$ cat config.mk
export PLATFORM = sky130hd
export DESIGN_NAME = tohost_reporter_flat
export DESIGN_NICKNAME = d
export VERILOG_FILES = /design/src/rtl/tohost_reporter_if.sv /design/src/rtl/tohost_reporter.sv /design/src/flat_wrapper.sv
export SDC_FILE = /design/constraint.sdc
export NUM_CORES = 1
export LEC_CHECK = 0
export ABC_AREA = 1
export BUFFER_PORTS_ARGS = -buffer_cell sky130_fd_sc_hd__buf_2
export CAP_MARGIN = 20
export CORE_MARGIN = 1.5
export CORE_UTILIZATION = 40
export CTS_BUF_LIST = sky130_fd_sc_hd__clkbuf_2
export DETAILED_ROUTE_END_ITERATION = 8
export PLACE_DENSITY = 0.58
export SLEW_MARGIN = 25
export SYNTH_ARGS = -nofsm -noshare
export SYNTH_HDL_FRONTEND = slang
export SYNTH_SLANG_ARGS = --single-unit
$ cat constraint.sdc
create_clock -name clk -period 1.43 [get_ports clk]
set_clock_uncertainty 0.05 [all_clocks]
set_input_delay 0.143 -clock clk [delete_from_list [all_inputs] [get_ports clk]]
set_output_delay 0.143 -clock clk [all_outputs]
set_load 0.01 [all_outputs]
$ cat src/rtl/tohost_reporter_if.sv
// rtl/tohost_reporter_if.sv - byte stream from the tohost reporter to the UART TX FIFO
interface tohost_reporter_if;
  logic [7:0] tx_data;
  logic       tx_valid;
  logic       tx_ready;

  modport master (output tx_data, output tx_valid, input tx_ready);
  modport slave  (input tx_data, input tx_valid, output tx_ready);
endinterface

$ cat src/rtl/tohost_reporter.sv
// rtl/tohost_reporter.sv - streams each tohost CSR write as ASCII hex and decodes done/pass flags
module tohost_reporter #(
  parameter bit SEND_NL = 1'b1,
  parameter bit UPPER   = 1'b0
) (
  input  logic               clk,
  input  logic               rst_n,
  input  logic               csr_we,
  input  logic [31:0]        csr_wdata,
  tohost_reporter_if.master  tx,
  output logic               busy,
  output logic [7:0]         drop_cnt,
  output logic               test_done,
  output logic               test_pass
);

  localparam logic [1:0] IDLE = 2'd0;
  localparam logic [1:0] HEX  = 2'd1;
  localparam logic [1:0] NL   = 2'd2;

  logic [1:0]  state;
  logic [31:0] shreg;
  logic [2:0]  idx;
  logic [31:0] pending;
  logic        pending_v;
  logic        accept;
  logic        last_hex;
  logic        eof;

  function automatic logic [7:0] hex_char(input logic [3:0] n);
    if (n < 4'd10)
      return 8'h30 + {4'h0, n};
    else
      return (UPPER ? 8'h41 : 8'h61) + {4'h0, n} - 8'd10;
  endfunction

  // Outputs depend only on registered state, never on tx_ready.
  assign tx.tx_valid = (state != IDLE);
  assign tx.tx_data  = (state == NL)  ? 8'h0A :
                       (state == HEX) ? hex_char(shreg[31:28]) : 8'h00;

  assign accept   = tx.tx_valid && tx.tx_ready;
  assign last_hex = (state == HEX) && (idx == 3'd7);
  assign eof      = accept && ((last_hex && !SEND_NL) || (state == NL));
  assign busy     = (state != IDLE) || pending_v;

  always_ff @(posedge clk or negedge rst_n) begin
    if (!rst_n) begin
      state     <= IDLE;
      shreg     <= 32'h0;
      idx       <= 3'd0;
      pending   <= 32'h0;
      pending_v <= 1'b0;
      drop_cnt  <= 8'h0;
    end else if (state == IDLE) begin
      if (csr_we) begin
        shreg <= csr_wdata;
        idx   <= 3'd0;
        state <= HEX;
      end
    end else if (eof) begin
      // Chain straight into the next frame so back-to-back values have no bubble.
      if (pending_v) begin
        shreg     <= pending;
        idx       <= 3'd0;
        state     <= HEX;
        pending_v <= csr_we;
        if (csr_we)
          pending <= csr_wdata;
      end else if (csr_we) begin
        shreg <= csr_wdata;
        idx   <= 3'd0;
        state <= HEX;
      end else begin
        state <= IDLE;
      end
    end else begin
      if (accept && state == HEX) begin
        shreg <= {shreg[27:0], 4'h0};
        if (idx == 3'd7)
          state <= NL;
        else
          idx <= idx + 3'd1;
      end
      if (csr_we) begin
        pending   <= csr_wdata;
        pending_v <= 1'b1;
        if (pending_v && drop_cnt != 8'hFF)
          drop_cnt <= drop_cnt + 8'd1;
      end
    end
  end

  // Flags latch on the first nonzero write and then ignore everything until reset.
  always_ff @(posedge clk or negedge rst_n) begin
    if (!rst_n) begin
      test_done <= 1'b0;
      test_pass <= 1'b0;
    end else if (csr_we && !test_done && csr_wdata != 32'h0) begin
      test_done <= 1'b1;
      test_pass <= (csr_wdata == 32'h1);
    end
  end

endmodule

$ cat src/flat_wrapper.sv
// flat-port wrapper written by rule: the top's interface ports become plain ports
module tohost_reporter_flat 
#(
  parameter bit SEND_NL = 1'b1,
  parameter bit UPPER   = 1'b0
)
  (clk, rst_n, csr_we, csr_wdata, busy, drop_cnt, test_done, test_pass, tx_tx_data, tx_tx_valid, tx_tx_ready);
  tohost_reporter_if tx_i ();
  input  logic clk;
  input  logic rst_n;
  input  logic csr_we;
  input  logic [31:0] csr_wdata;
  output logic busy;
  output logic [7:0] drop_cnt;
  output logic test_done;
  output logic test_pass;
  output wire logic [$bits(tx_i.tx_data)-1:0] tx_tx_data;
  output wire logic [$bits(tx_i.tx_valid)-1:0] tx_tx_valid;
  input wire logic [$bits(tx_i.tx_ready)-1:0] tx_tx_ready;
  assign tx_tx_data = tx_i.tx_data;
  assign tx_tx_valid = tx_i.tx_valid;
  assign tx_i.tx_ready = tx_tx_ready;
  tohost_reporter #(.SEND_NL(SEND_NL), .UPPER(UPPER)) u_core (.clk(clk), .rst_n(rst_n), .csr_we(csr_we), .csr_wdata(csr_wdata), .tx(tx_i), .busy(busy), .drop_cnt(drop_cnt), .test_done(test_done), .test_pass(test_pass));
endmodule
* Word level (Yosys, flattened, before mapping) *
Index checks and enable logic that the tools add are counted.

word-level totals
  bits in registers = 80
  input port bits = 36
  output and inout port bits = 20

operators by class
  add/subtract/negate cells = 5
  order comparisons = 1
  eq/ne operators = 8
  multiplexer cells = 27
  bitwise operators = 2
  reductions and logical operators = 19

operators with widths
  operator                                                             count
  32-bit 2-to-1 mux                                                    8
  32-bit by 1-bit == test with 1-bit output (second input constant)    1
  32-bit nonzero test                                                  1
  8-bit 2-to-1 mux                                                     3
  3-bit 2-to-1 mux                                                     6
  2-bit 2-to-1 mux                                                     6
  7-bit by 4-bit adder with 8-bit output (first input constant)        1
  8-bit by 1-bit adder with 8-bit output (second input constant)       1
  8-bit != test (second input constant)                                1
  8-bit by 4-bit subtractor with 8-bit output (second input constant)  1
  6-bit by 4-bit adder with 7-bit output (first input constant)        1
  1-bit logical AND                                                    6
  2-bit AND reduction                                                  3
  3-bit nonzero test                                                   2
  4-bit < comparator (second input constant)                           1
  1-bit 2-to-1 mux                                                     4
  4-bit AND reduction                                                  1
  2-bit nonzero test                                                   2
  3-bit by 1-bit adder with 3-bit output (second input constant)       1
  3-bit == test (second input constant)                                1
  3-bit by 2-bit != test with 1-bit output (second input constant)     1
  3-bit AND reduction                                                  1
  2-bit by 1-bit == test with 1-bit output (second input constant)     1
  2-bit == test (second input constant)                                1
  6 further kinds                                                      7

* Logic depth before layout (Yosys ltp) *
  depth in word-level cells = 6
  depth in mapped cells = 11
  depth with buffers taken out = 10

* Least setup slack after synthesis *
OpenSTA, ideal clock, no wires.

  path kind = register to register
  start = reg u_core.state[1]
  end = reg u_core.shreg[12]
  library setup time = 0.113 ns
  arrival time = 1.363 ns
  slack = -0.096 ns
  cell stages (with the launch flop) = 10
  buffers on the path = 1
  period minus slack after synthesis = 1.526 ns
  cell sequence = dfrtp_1 > inv_2 > nand2_2 > nand2_2 > nand2_4 > o21ai_2 > buf_2 > nand2_1 > nand2_1 > inv_1

on the way
  word-level cells in the longest chain between the ends = 5
  elaborated cells between the ends (all ways) = 10
  classes of those cells = 2 x eq/ne; 2 x mux; 6 x reduce/logical

ends and longest elaborated chain
  what                    line                   text
  from (decl)             tohost_reporter.sv:21  logic [1:0] state;
  from (signal assigned)  tohost_reporter.sv:49  state <= IDLE;
  from (signal assigned)  tohost_reporter.sv:59  state <= HEX;
  from (signal assigned)  tohost_reporter.sv:66  state <= HEX;
  2-bit nonzero test (*)  tohost_reporter.sv:38  assign tx.tx_valid = (state != IDLE);
  via tx_tx_valid         flat_wrapper.sv:18     output wire logic [$bits(tx_i.tx_valid)-1:0] tx_tx_valid;
  1-bit logical AND (*)   tohost_reporter.sv:42  assign accept = tx.tx_valid && tx.tx_ready;
  1-bit logical AND       tohost_reporter.sv:44  assign eof = accept && ((last_hex && !SEND_NL) || (state == NL));
  32-bit 2-to-1 mux       tohost_reporter.sv:61  end else if (eof) begin
  32-bit 2-to-1 mux       tohost_reporter.sv:55  end else if (state == IDLE) begin
  to (signal assigned)    tohost_reporter.sv:57  shreg <= csr_wdata;
  to (signal assigned)    tohost_reporter.sv:64  shreg <= pending;
  to (signal assigned)    tohost_reporter.sv:71  shreg <= csr_wdata;
  to (decl)               tohost_reporter.sv:22  logic [31:0] shreg;

Mark *: on every way through the listed nets, which the timed path passes. The rest lies on a longest branch.
A chain may end at the register's enable or synchronous reset.

* Worst setup path in the final report *
  start = reg u_core.state[1]
  end = out tx_tx_data[3]

on the way
  word-level cells in the longest chain between the ends = 3
  elaborated cells between the ends (all ways) = 4
  classes of those cells = 2 x eq/ne; 2 x mux

ends and longest elaborated chain
  what                                      line                   text
  2-bit by 1-bit == test with 1-bit output  tohost_reporter.sv:40  (state == HEX) ? hex_char(shreg[31:28]) : 8'h00;
  8-bit 2-to-1 mux                          tohost_reporter.sv:40
  8-bit 2-to-1 mux (*)                      tohost_reporter.sv:39  assign tx.tx_data = (state == NL) ? 8'h0A :
  to (decl)                                 flat_wrapper.sv:17     output wire logic [$bits(tx_i.tx_data)-1:0] tx_tx_data;

Every way passes the cells marked *; elsewhere a longest branch is shown, timed or not.

==> key figures <==
Logic synthesis
  – Simple-Gate Fraction of Synth Area: 38.5%
  – Post-synthesis xor/xnor area fraction: 1.15%
  – Cell area after synthesis: 4580 µm²
  – #FFs+latches synth: 80
  – Sequential fraction of the synthesis area: 43.7%
  – Async set-or-reset flop fraction in the synthesized netlist: 100%
  – Ys Warns: 0
  – Syn nets: 721
  – Most used DFF post-synth: dfrtp_1
  – Adder-cell share of the synthesized area: 1.09%
  – Post-synth EDFFs: 0
  – Netlist cell types: 32
  – Mean Syn Cell Area: 6.73 µm²
  – Compound-Gate Fraction of Synth Area: 5.38%
  – Mux cell area share after synthesis: 0%
  – Largest family of logic cells by synthesized area: simple AND/OR/NAND/NOR gates
  – Cells after Synth: 681

Layout
  – Commonest non-fill, non-tap cell in the layout: nand2_1
  – Nets: 885
  – Ant diodes: 0
  – Commonest cells after routing, fill and taps aside: 161 x nand2_1, 77 x nor2_1, 77 x dfrtp_1
  – Final Util: 64.8%
  – Share of layout cells above drive strength 1: 37.0%
  – Area growth, synth to finish: 55.2%

Floorplan
  – Die X: 110 µm
  – Core footprint: 11000 µm²
  – IO Pins: 56
  – Initial Util: 41.7%
  – DIE AREA: 12100 µm²
  – # rows: 38
  – Die H: 110 µm

Timing
  – Fin crit period: 1.96 ns
  – Tcrit/Tclk final: 137%
  – Final worst slack: -0.533 ns
  – RSZ-0062 raised after global routing: true
  – Max-slew violation count: 0
  – Peak Freq: 509 MHz
  – Setup violations, final: 88
  – TNS Setup: -23.06 ns
  – Fin. Hold Viols: 0

Global route
  – Gr usage total: 25.2%
  – Vias in the first global route: 4796
  – Antenna violations before repair: 0
  – First-pass GRT wire length: 23100 µm
  – Largest net degree at the start of global routing: 32
  – Gr ovfl total: 0

Run
  – # Max-Cap Violations: 0

Worst hold path
  – Hold WC Path Type: input pin to register
  – Hold path cells: 4

Setup path
  – Crit-path max FO: 4
  – CP required: 1.24 ns
  – FF-to-FF path depth: 11
  – Crit path kind: register to output port
  – Worst Path Arrival: 1.77 ns
  – CP endpoint kind: output port
  – Startpoint types: register

Clock tree
  – Clk_lat worst skew: 0.61 ns
  – CTS clock-pin slew for the worst setup and hold paths: 0.26 ns
  – Num CTS Buffers: 9
  – Clock Tree Root: clkbuf_2
  – CTS tree: done
  – Total clock sinks: 80
  – H-tree Lvls: 3
  – CTS max path bufs: 2

Pwr
  – Peak VDD IR: 0.978 mV
  – Power Density: 1670 nW/µm²
  – Static Leak: 3.64 nW
  – Power consumption: 0.0119 W

Drt
  – Final wirelength: 14100 µm
  – Post-route ant nets: 0
  – TritonRoute pass-1 iters: 5
  – Vias: 4942
  – DRT iter0 DRCs: 233
  – Residual DRC: 0
  – Avg WL per Cell: 14.3 µm
  – DR vias/cell: 5.00

Place
  – Port buffer count: 54
  – Pre-CTS setup slack: -0.247 ns
  – DP HPWL: 8640 µm
  – Routability cong.: 0.840

Outcome
  – Run status: finished with violations
  – Failing checks: setup timing
-- area by class of cell --
class	instances	area (µm²)
fill	931	3870
multi-input combinational	485	2750
sequential	80	2010
timing repair buffer	182	1680
inverter	86	348
tap	140	175
clock inverter	4	93.8
clock buffer	11	55.1
timing repair inverter	1	11.3
-- registers in the layout (all words and copies together), names as in the netlist --
name,flops
u_core.test_pass,1
u_core.pending_v,1
u_core.drop_cnt,8
u_core.idx,3
u_core.pending,32
u_core.state,2
u_core.test_done,1
u_core.shreg,32
-- worst max-delay path, stage by stage, from the launching register on --
cell     delay, ns
dfrtp_2       0.49
nor2_4        0.12
inv_2         0.05
buf_6         0.12
o31ai_1       0.21
buf_2         0.16
-- power breakdown --
part	leakage (nW)	switching, W	internal, W	total, W
clock	0.0897	0.000827	0.000754	0.00158
sequential	0.932	0.000465	0.00301	0.00348
combinational	2.62	0.00367	0.00316	0.00683
total	3.64	0.00496	0.00692	0.0119
-- per-layer routing --
metal  track usage [%]  share of wire [%]  vias up
met4              10.7                2.3        0
met2              41.2                 48      131
met3              4.06                4.5       27
met1              33.2                 45     2368
met5                 0                  0        -
li1                  -                  -     2416
-- timing repair --
action,in CTS,in global routing
hold buffers,36,0
endpoints found under the setup margin,89,94
buffers inserted,41,14
gates cloned,10,1
pin swaps,19,41
resized for setup,147,129
endpoints found under the hold margin,149,0
-- synthesized netlist by cell type (all sizes together) (4+ instances only) --
library cell / n / area share [%]
nor2: 95 / 8.1
nand3: 69 / 7.6
a21oi: 18 / 2.0
dfrtp: 80 / 44
xnor2: 5 / 0.96
nor3: 5 / 0.66
o21ai: 29 / 3.2
clkbuf: 11 / 0.90
ha: 4 / 1.1
nand4: 6 / 0.82
buf: 20 / 2.2
or2: 5 / 0.68
inv: 85 / 7.0
nand2: 244 / 20
-- through the flow --
stage | cell area [µm²] | cells | hold WS (ns)
CTS | 6810 | 990 | 0.239
global placement | 5350 | 896 | 0.0708
finish | 7110 | 989 | 0.278
global route | 7110 | 989 | 0.242
floorplan | 4620 | 681 | -0.203
detailed placement | 5350 | 896 | 0.0758
-- cell families after synthesis --
logic type / Yosys count
AOI/OAI and AO/OA: 48
xor gates and xnor gates: 6
adders and majority gates: 4
buffers and inverters: 117
DFF: 80
other: 1
and+or+nand+nor: 425
-- worst paths after layout --
path,slack [ns],endpoint,startpoint
max in group asynchronous,0.31,u_core.drop_cnt[5],rst_n
min in group asynchronous,0.46,u_core.state[0],rst_n
hold reg to reg,0.46,u_core.test_pass,u_core.test_pass
hold / removal,0.28,u_core.pending[10],csr_wdata[10]
setup / recovery,-0.53,tx_tx_data[3],u_core.state[1]
setup reg to reg,-0.35,u_core.shreg[10],u_core.state[0]
No activity file was read; power rests on OpenSTA's default activity.
